`config.mk`:
```
export PLATFORM = sky130hd
export DESIGN_NAME = sc_regreader
export DESIGN_NICKNAME = d
export VERILOG_FILES = /design/src/rtl/sc_regreader_pkg.sv /design/src/rtl/sc_regreader_shift.sv /design/src/rtl/sc_regreader.sv
export SDC_FILE = /design/constraint.sdc
export NUM_CORES = 1
export LEC_CHECK = 0
export ABC_CLOCK_PERIOD_IN_PS = 2180
export CAP_MARGIN = 20
export CORE_MARGIN = 1.5
export CORE_UTILIZATION = 30
export CTS_CLUSTER_SIZE = 10
export DETAILED_ROUTE_END_ITERATION = 10
export GPL_TIMING_DRIVEN = 0
export RECOVER_POWER = 100
export SKIP_LAST_GASP = 1
export SLEW_MARGIN = 20
export SYNTH_ARGS = -nofsm -noshare
export SYNTH_HDL_FRONTEND = slang
export SYNTH_SLANG_ARGS = --single-unit
export TNS_END_PERCENT = 50
```
`constraint.sdc`:
```
create_clock -name SC_REGREADER_CLOCK_50 -period 2.18 [get_ports SC_REGREADER_CLOCK_50]
set_input_delay 0.327 -clock SC_REGREADER_CLOCK_50 [delete_from_list [all_inputs] [get_ports SC_REGREADER_CLOCK_50]]
set_output_delay 0.327 -clock SC_REGREADER_CLOCK_50 [all_outputs]
set_load 0.01 [all_outputs]
```
`src/rtl/sc_regreader_pkg.sv`:
```
// sc_regreader_pkg: shared state encoding, frame constants and counter sizing helper
package sc_regreader_pkg;
   localparam logic [2:0] ST_IDLE  = 3'd0;
   localparam logic [2:0] ST_LOAD  = 3'd1;
   localparam logic [2:0] ST_SHIFT = 3'd2;
   localparam logic [2:0] ST_LATCH = 3'd3;
   localparam logic [2:0] ST_DONE  = 3'd4;
   typedef enum logic [2:0] {
      IDLE  = ST_IDLE,
      LOAD  = ST_LOAD,
      SHIFT = ST_SHIFT,
      LATCH = ST_LATCH,
      DONE  = ST_DONE
   } state_e;
   localparam int FRAME_BITS = 16;
   localparam int ADDR_BITS  = 8;
   function automatic int cnt_bits(input int n);
      return (n > 1) ? $clog2(n) : 1;
   endfunction
endpackage

```
`src/rtl/sc_regreader_shift.sv`:
```
// sc_regreader_shift: 16-bit frame serializer with SCLK divider and bit counter
// Ports: clk_i/rst_ni (sync, active-low), load_i pulse with frame_i,
//        din_o/sclk_o serial pins, frame_end_o pulse on the final SCLK fall.
module sc_regreader_shift
   import sc_regreader_pkg::*;
#(
   parameter int CLKDIV = 4
) (
   input  logic                  clk_i,
   input  logic                  rst_ni,
   input  logic                  load_i,
   input  logic [FRAME_BITS-1:0] frame_i,
   output logic                  din_o,
   output logic                  sclk_o,
   output logic                  frame_end_o
);
   localparam int DW = cnt_bits(CLKDIV);
   localparam int BW = cnt_bits(FRAME_BITS);
   localparam logic [DW-1:0] DIV_MAX = DW'(CLKDIV - 1);
   localparam logic [BW-1:0] BIT_MAX = BW'(FRAME_BITS - 1);
   logic [FRAME_BITS-1:0] frame_q, frame_d;
   logic [BW-1:0]         bit_q, bit_d;
   logic [DW-1:0]         div_q, div_d;
   logic                  sclk_q, sclk_d, active_q, active_d;
   logic                  tick, fall, adv;
   // tick ends a half-period; fall is a high->low SCLK edge, where the next bit is presented
   assign tick        = active_q && div_q == DIV_MAX;
   assign fall        = tick && sclk_q;
   assign frame_end_o = fall && bit_q == BIT_MAX;
   assign adv         = fall && !frame_end_o;
   assign frame_d  = load_i ? frame_i : adv ? frame_q << 1 : frame_q;
   assign bit_d    = load_i ? '0 : adv ? bit_q + 1'b1 : bit_q;
   assign div_d    = (load_i || tick) ? '0 : active_q ? div_q + 1'b1 : div_q;
   assign sclk_d   = load_i ? 1'b0 : tick ? !sclk_q : sclk_q;
   assign active_d = load_i ? 1'b1 : frame_end_o ? 1'b0 : active_q;
   assign din_o    = frame_q[FRAME_BITS-1];
   assign sclk_o   = sclk_q;
   always_ff @(posedge clk_i) begin
      if (!rst_ni) begin
         frame_q  <= '0;
         bit_q    <= '0;
         div_q    <= '0;
         sclk_q   <= 1'b0;
         active_q <= 1'b0;
      end else begin
         frame_q  <= frame_d;
         bit_q    <= bit_d;
         div_q    <= div_d;
         sclk_q   <= sclk_d;
         active_q <= active_d;
      end
   end
endmodule

```
`src/rtl/sc_regreader.sv`:
```
// sc_regreader: snapshots ROWS register outputs and sends them as MAX7219-style frames
// Ports: SC_REGREADER_CLOCK_50 clock, SC_REGREADER_RESET_InLow sync active-low reset,
//        SC_REGREADER_start_InLow refresh request, SC_REGREADER_data_InBUS row bus,
//        busy/done status, cs_OutLow/sclk_Out/din_Out serial driver pins.
module sc_regreader
   import sc_regreader_pkg::*;
#(
   parameter int REGREADER_DATAWIDTH = 8,
   parameter int REGREADER_ROWS      = 8,
   parameter int REGREADER_CLKDIV    = 4
) (
   input  logic                                        SC_REGREADER_CLOCK_50,
   input  logic                                        SC_REGREADER_RESET_InLow,
   input  logic                                        SC_REGREADER_start_InLow,
   input  logic [REGREADER_ROWS*REGREADER_DATAWIDTH-1:0] SC_REGREADER_data_InBUS,
   output logic                                        SC_REGREADER_busy_Out,
   output logic                                        SC_REGREADER_done_Out,
   output logic                                        SC_REGREADER_cs_OutLow,
   output logic                                        SC_REGREADER_sclk_Out,
   output logic                                        SC_REGREADER_din_Out
);
   localparam int DW = cnt_bits(REGREADER_CLKDIV);
   localparam logic [DW-1:0]        LAT_MAX  = DW'(REGREADER_CLKDIV - 1);
   localparam logic [ADDR_BITS-1:0] ROW_LAST = ADDR_BITS'(REGREADER_ROWS - 1);
   state_e                                                state_q, state_d;
   logic [ADDR_BITS-1:0]                                  row_q, row_d;
   logic [REGREADER_ROWS-1:0][REGREADER_DATAWIDTH-1:0]    snap_q, snap_d;
   logic [DW-1:0]                                         lcnt_q, lcnt_d;
   logic                                                  cs_q, cs_d, busy_q, busy_d, done_q, done_d;
   logic                                                  load, frame_end;
   logic [FRAME_BITS-1:0]                                 frame;
   // the snapshot is shifted down one row per frame, so the current row is always entry 0
   assign frame = {row_q + 8'd1, snap_q[0]};
   sc_regreader_shift #(.CLKDIV(REGREADER_CLKDIV)) u_shift (
      .clk_i       (SC_REGREADER_CLOCK_50),
      .rst_ni      (SC_REGREADER_RESET_InLow),
      .load_i      (load),
      .frame_i     (frame),
      .din_o       (SC_REGREADER_din_Out),
      .sclk_o      (SC_REGREADER_sclk_Out),
      .frame_end_o (frame_end)
   );
   always_comb begin
      state_d = state_q;
      row_d   = row_q;
      snap_d  = snap_q;
      lcnt_d  = lcnt_q;
      cs_d    = cs_q;
      busy_d  = busy_q;
      done_d  = 1'b0;
      load    = 1'b0;
      case (state_q)
         IDLE: if (!SC_REGREADER_start_InLow) begin
            snap_d  = SC_REGREADER_data_InBUS;
            row_d   = '0;
            busy_d  = 1'b1;
            state_d = LOAD;
         end
         LOAD: begin
            load    = 1'b1;
            cs_d    = 1'b0;
            state_d = SHIFT;
         end
         SHIFT: if (frame_end) begin
            cs_d    = 1'b1;
            lcnt_d  = '0;
            state_d = LATCH;
         end
         LATCH: if (lcnt_q != LAT_MAX) begin
            lcnt_d = lcnt_q + 1'b1;
         end else if (row_q == ROW_LAST) begin
            state_d = DONE;
         end else begin
            row_d   = row_q + 8'd1;
            snap_d  = snap_q >> REGREADER_DATAWIDTH;
            state_d = LOAD;
         end
         DONE: begin
            done_d  = 1'b1;
            busy_d  = 1'b0;
            state_d = IDLE;
         end
         default: state_d = IDLE;
      endcase
   end
   always_ff @(posedge SC_REGREADER_CLOCK_50) begin
      if (!SC_REGREADER_RESET_InLow) begin
         state_q <= IDLE;
         row_q   <= '0;
         snap_q  <= '0;
         lcnt_q  <= '0;
         cs_q    <= 1'b1;
         busy_q  <= 1'b0;
         done_q  <= 1'b0;
      end else begin
         state_q <= state_d;
         row_q   <= row_d;
         snap_q  <= snap_d;
         lcnt_q  <= lcnt_d;
         cs_q    <= cs_d;
         busy_q  <= busy_d;
         done_q  <= done_d;
      end
   end
   assign SC_REGREADER_cs_OutLow = cs_q;
   assign SC_REGREADER_busy_Out  = busy_q;
   assign SC_REGREADER_done_Out  = done_q;
endmodule

```
Yosys cells after proc, flatten, opt, wreduce, memory -nomap -nowiden
Index checks and enable logic that the tools add are counted.
{"block": "classes", "mul": 0, "n_reduce_logical": 21, "n_mux": 26, "n_eq_ne": 13, "n_div": 0, "magnitude_cmp": 0, "n_shift": 0, "n_bitwise": 1, "addsub": 4}
{"operator": "2-to-1 mux 64 bit", "n": 3}
{"operator": "case mux 64 bit (2 select lines)", "n": 1}
{"operator": "2-to-1 mux 16 bit", "n": 2}
{"operator": "2-to-1 mux 8 bit", "n": 3}
{"operator": "case mux 8 bit (2 select lines)", "n": 1}
{"operator": "2-to-1 mux 3 bit", "n": 4}
{"operator": "case mux 3 bit (4 select lines)", "n": 1}
{"operator": "nonzero test 2 bit", "n": 6}
{"operator": "!= test 2 bit, second input constant", "n": 5}
{"operator": "adder 8 x 1 -> 8 bit, second input constant", "n": 1}
{"operator": "equality test 8 x 3 -> 1 bit, second input constant", "n": 1}
{"operator": "equality test 3 x 2 -> 1 bit, second input constant", "n": 2}
{"operator": "2-to-1 mux 1 bit", "n": 6}
{"operator": "AND reduction 3 bit", "n": 2}
{"operator": "adder 2 x 1 -> 2 bit, second input constant", "n": 2}
{"operator": "adder 4 x 1 -> 4 bit, second input constant", "n": 1}
{"operator": "equality test 4 bit, second input constant", "n": 1}
{"operator": "logical AND 1 bit", "n": 4}
{"operator": "2-to-1 mux 2 bit", "n": 2}
{"operator": "case mux 1 bit (2 select lines)", "n": 2}
{"operator": "case mux 2 bit (2 select lines)", "n": 1}
{"operator": "AND reduction 2 bit", "n": 2}
{"operator": "AND reduction 4 bit", "n": 1}
{"operator": "OR reduction 2 bit", "n": 2}
{"operator": "8 further kinds", "n": 9}
{"block": "word_totals", "input_bits": 67, "ramBits": 0, "rom_bits": 0, "out_inout_bits": 5, "latchBits": 0, "memories": 0, "word_cells": 84, "reg_bits": 104}

Longest topological paths before layout
{"block": "logic_depth", "ltp_word": 8, "ltp_mapped": 7}

Modules after synthesis
Synthesis repeated with hierarchy kept, for this count alone.
{"block": "hier_totals", "cells_unflattened": 599, "area_unflattened_um2": 4978.5}
{"module": "sc_regreader", "seq_area_each_um2": 1601.5, "n_inst": 1, "area_each_um2": 3880.0, "cells_each": 467}
{"module": "sc_regreader_shift", "seq_area_each_um2": 480.5, "n_inst": 1, "area_each_um2": 1098.6, "cells_each": 132}

Least setup slack after synthesis
OpenSTA, ideal clock, no wires.
{"block": "synth_timing", "path_type": "register to register", "startpoint": "register u_shift.div_q[0]", "endpoint": "register u_shift.frame_q[10]", "arrival_time_ns": 1.480, "slack_ns": 0.568, "required_ns": 2.048, "path_stages_with_launch": 8, "path_cell_list": "dfxtp_1 > ha_1 > and3_1 > buf_2 > nand2_2 > buf_4 > mux2i_1 > a21oi_1"}
{"block": "synth_via", "elab_chain_len": 7}
{"item": "from (decl)", "line_no": "sc_regreader_shift.sv:23", "text": "logic [DW-1:0] div_q, div_d;"}
{"item": "from (signal assigned)", "line_no": "sc_regreader_shift.sv:48", "text": "div_q <= div_d;"}
{"item": "equality test 2 bit *", "line_no": "sc_regreader_shift.sv:27", "text": "assign tick = active_q && div_q == DIV_MAX;"}
{"item": "logical AND 1 bit *", "line_no": "sc_regreader_shift.sv:27"}
{"item": "logical AND 1 bit *", "line_no": "sc_regreader_shift.sv:28", "text": "assign fall = tick && sclk_q;"}
{"item": "logical AND 1 bit", "line_no": "sc_regreader_shift.sv:29", "text": "assign frame_end_o = fall && bit_q == BIT_MAX;"}
{"item": "logical NOT 1 bit", "line_no": "sc_regreader_shift.sv:30", "text": "assign adv = fall && !frame_end_o;"}
{"item": "logical AND 1 bit *", "line_no": "sc_regreader_shift.sv:30"}
{"item": "nonzero test 2 bit (no source line) *"}
{"item": "to (signal assigned)", "line_no": "sc_regreader_shift.sv:46", "text": "frame_q <= frame_d;"}
{"item": "to (decl)", "line_no": "sc_regreader_shift.sv:21", "text": "logic [FRAME_BITS-1:0] frame_q, frame_d;"}
Every way passes the cells marked *; elsewhere a longest branch is shown, timed or not.
A chain may end at the register's enable or synchronous reset.

Worst setup path in the final report
{"block": "layout_timing", "startpoint": "register lcnt_q[0]", "endpoint": "register snap_q, in the netlist frame[5]"}
{"block": "layout_via", "elab_chain_len": 3}
{"item": "from (decl)", "line_no": "sc_regreader.sv:28", "text": "logic [DW-1:0] lcnt_q, lcnt_d;"}
{"item": "from (signal assigned)", "line_no": "sc_regreader.sv:99", "text": "lcnt_q <= lcnt_d;"}
{"item": "!= test 2 bit", "line_no": "sc_regreader.sv:69", "text": "LATCH: if (lcnt_q != LAT_MAX) begin"}
{"item": "!= test 2 bit (no source line)"}
{"item": "AND reduction 4 bit (no source line)"}
{"item": "to (signal assigned)", "line_no": "sc_regreader.sv:98", "text": "snap_q <= snap_d;"}
{"item": "to (decl)", "line_no": "sc_regreader.sv:27", "text": "logic [REGREADER_ROWS-1:0][REGREADER_DATAWIDTH-1:0] snap_q, snap_d;"}
Every way passes these cells.

==> results.json <==
{
  "dpl.cell_count": 869,
  "drtIter0Drc": 334,
  "drive_gt1_share_pct": 7.77,
  "finalNetCount": 736,
  "ys_ff_latch": 104,
  "wl_per_cell_um": 14.9,
  "areaGrowthSynthToFinish_pct": 25.5,
  "antenna_left": 0,
  "outcome": "finished, final reports clean",
  "cp-start-kind": "flop",
  "ioPinCount": 72,
  "wirelength_um": 13200,
  "critPathBufInv": 3,
  "critPathCaptureType": "flop",
  "tritoncts": "done",
  "fin_ws_ps": 178,
  "firstDrtPassIters": 5,
  "required_ps": 2390,
  "instances_no_fill": 885,
  "arrival_ps": 2210,
  "p_total_uw": 4510,
  "cp_common_cell": "buf_6",
  "cts.sinks": 104,
  "maxSlewHeadroom_pct": 53.1,
  "grt_pass1_wl_um": 21800,
  "grt_pass1_vias": 4401,
  "syn_avg_cell_area_um2": 8.29,
  "setup_viol": 0,
  "hold_buffers": 0,
  "finalHoldViolCount": 0,
  "rsz0062_at_grt": "false",
  "leakagePower_uw": 0.00228,
  "htree_levels": 3,
  "syn_inst": 583,
  "p_per_area_nw_per_um2": 744,
  "cap_violations": 0,
  "yosysWarnings": 0,
  "grt_usage_pct": 16.2,
  "cts_root_buf": "clkbuf_16",
  "cp_top_family": "buffers and inverters",
  "antenna_cells": 0,
  "post-route-min-period_ps": 2000,
  "ys.flop_type": "dfxtp_1",
  "start_util_pct": 30.5,
  "drc_errors": 0,
  "post-dp-hpwl_um": 9650,
  "yosysTopAreaCellShare_pct": 43.1,
  "die-height_um": 130,
  "yosysSeqAreaShare_pct": 43.1,
  "tns_ps": 0,
  "tightest_slew_ps": 701,
  "hp-class": "flop to flop",
  "clk_latency_ps": 350,
  "peakVddDrop_uv": 343,
  "max_stage_delay_ps": 370,
  "core.rowCount": 46,
  "portBuffers": 70,
  "grt_max_degree": 17,
  "slew_violations": 0,
  "core_area_um2": 15800,
  "die_w_um": 130,
  "synth-edff-count": 0,
  "vias": 4544,
  "ys_types": 45,
  "synthArstFlopShare_pct": 0,
  "overflow": 0,
  "dp_slack_ps": 115,
  "syn_nets": 654,
  "synth_area_um2": 4830,
  "dieArea_um2": 16900,
  "finalClockSkew_ps": 12.5,
  "critical_path_class": "flop to flop",
  "fmax_mhz": 500,
  "vias_per_cell": 5.13,
  "antenna_found_initial": 0,
  "clk_path_buf_depth": 2,
  "synthTopCellsByArea": "dfxtp_1 43%, nand2_1 11%, a311oi_1 9.2%",
  "synth_top_area_cell": "dfxtp_1",
  "clk_pin_slew_ps": 70,
  "cp_max_fo": 10,
  "slowest_stage": "dfxtp_1",
  "path_cells": "ha_1 > nand4b_1 > buf_4 > a21o_4 > nand2_1 > buf_6 > buf_6 > a311oi_1",
  "gp_congestion": 0.819,
  "fin_crit_sh_pct": 91.8,
  "cts_inserted_buffers": 9
}
[registers in the layout, summed over array words and instances (netlist names), 2 cells and up]
register         count
u_shift.bit_q        4
frame                8
state_q              3
snap_q              56
lcnt_q               2
row_q                8
u_shift.frame_q     16
u_shift.div_q        2
[worst register-to-register path, cell delays in order (launching register included)]
cell and delay, ps:
dfxtp_1 370, ha_1 310, nand4b_1 140, buf_4 190
a21o_4 210, nand2_1 200, buf_6 190, buf_6 160
a311oi_1 100
[per-stage QoR]
stage	hold slack (ps)	cell area, µm²	util, %
floorplan	433	4830	-
global placement	451	5800	36.7
detailed placement	453	5800	36.7
finish	460	6060	38.3
CTS	462	6100	38.5
global route	481	6060	38.3
[kinds of logic (layout without fill, tap and decap cells)]
kind of cell | count (synthesis) | after routing | synth area share [%]
AO/OA/AOI/OAI | 127 | 127 | 20.3
XOR/XNOR | 6 | 6 | 1.09
adder cells (fa/ha/maj) | 4 | 4 | 1.04
buffers and inverters | 57 | 143 | 5.75
flip-flops | 104 | 104 | 43.1
multiplexers | 13 | 13 | 2.69
AND/OR/NAND/NOR | 272 | 272 | 26.0
[repair_timing]
action | in CTS | in global routing
buffers inserted | 0 | 1
hold endpoints to repair | 0 | 0
gates resized for setup | 0 | 1
endpoints found under the setup margin | 0 | 13
[placed cells by master (no fill, tap or decap), types with 2 or more instances in the layout]
cell type / Yosys / routed
or3_1: 3 / 3
dfxtp_1: 104 / 104
clkbuf_16: 0 / 9
nor2_1: 13 / 14
nand4_1: 5 / 5
clkbuf_2: 0 / 6
a21oi_1: 25 / 25
a311oi_1: 51 / 58
nand3_1: 16 / 16
clkinv_2: 0 / 2
and3_1: 5 / 5
a211oi_1: 3 / 3
dlygate4sd3_1: 0 / 5
a31o_1: 9 / 9
o21ai_0: 20 / 20
nor4_1: 2 / 2
buf_1: 4 / 2
xor2_1: 3 / 3
o21ai_1: 2 / 2
clkbuf_1: 22 / 26
buf_4: 6 / 7
clkdlybuf4s50_1: 0 / 65
xnor2_1: 3 / 3
and2_1: 4 / 4
nand2b_1: 2 / 2
nor3_1: 73 / 73
buf_6: 2 / 2
mux2i_1: 13 / 13
buf_2: 21 / 13
o21a_1: 2 / 2
ha_1: 4 / 4
o211ai_1: 3 / 3
nor4_4: 2 / 2
nand2_1: 137 / 138
[final cells by class]
class	count	area, µm²
Buffer	55	268
Clock inverter	5	56.3
Inverter	2	7.51
Multi-Input combinational cell	422	2430
Clock buffer	10	239
Timing Repair Buffer	71	708
Tap cell	216	270
Sequential cell	104	2080
Fill cell	1618	9770
[path summary, 6_finish.rpt]
path	cells after the start	slack, ps	endpoint	startpoint
worst max-delay path	8	180	frame[5]	lcnt_q[0]
worst min-delay path	2	460	u_shift.frame_q[0]	frame[0]
worst max register to register	8	180	frame[5]	lcnt_q[0]
worst min register to register	2	460	u_shift.frame_q[0]	frame[0]
[synth_stat cells (all sizes together), types with 2 or more instances]
| cell | number |
|---|---|
| and2 | 4 |
| dfxtp | 104 |
| a211oi | 3 |
| and3 | 5 |
| a31o | 9 |
| nand3 | 16 |
| nor3 | 73 |
| a311oi | 59 |
| o211ai | 3 |
| or3 | 3 |
| buf | 33 |
| inv | 2 |
| xor2 | 3 |
| xnor2 | 3 |
| nor4 | 4 |
| o21ai | 22 |
| nand4 | 5 |
| mux2i | 13 |
| clkbuf | 22 |
| nand2b | 2 |
| a21oi | 26 |
| nor2 | 14 |
| o21a | 2 |
| nand2 | 139 |
| ha | 4 |
[layer usage]
layer	vias to the layer above	routed length [µm]	track usage, %	share of wire (%)
met2	101	6470	27.8	49
met4	0	189	5.62	1.4
met5	-	0	0	0
met1	2144	6070	21.2	46
met3	13	448	1.97	3.4
li1	2286	-	-	-
[power by group]
group / total, µW / leakage, µW / switching [µW] / internal [µW]
logic: 712 / 0.00128 / 381 / 331
clock network: 1630 / 0.000145 / 714 / 916
registers: 2170 / 0.000855 / 95.3 / 2070
Note: power is estimated with default switching activity, not from simulation.
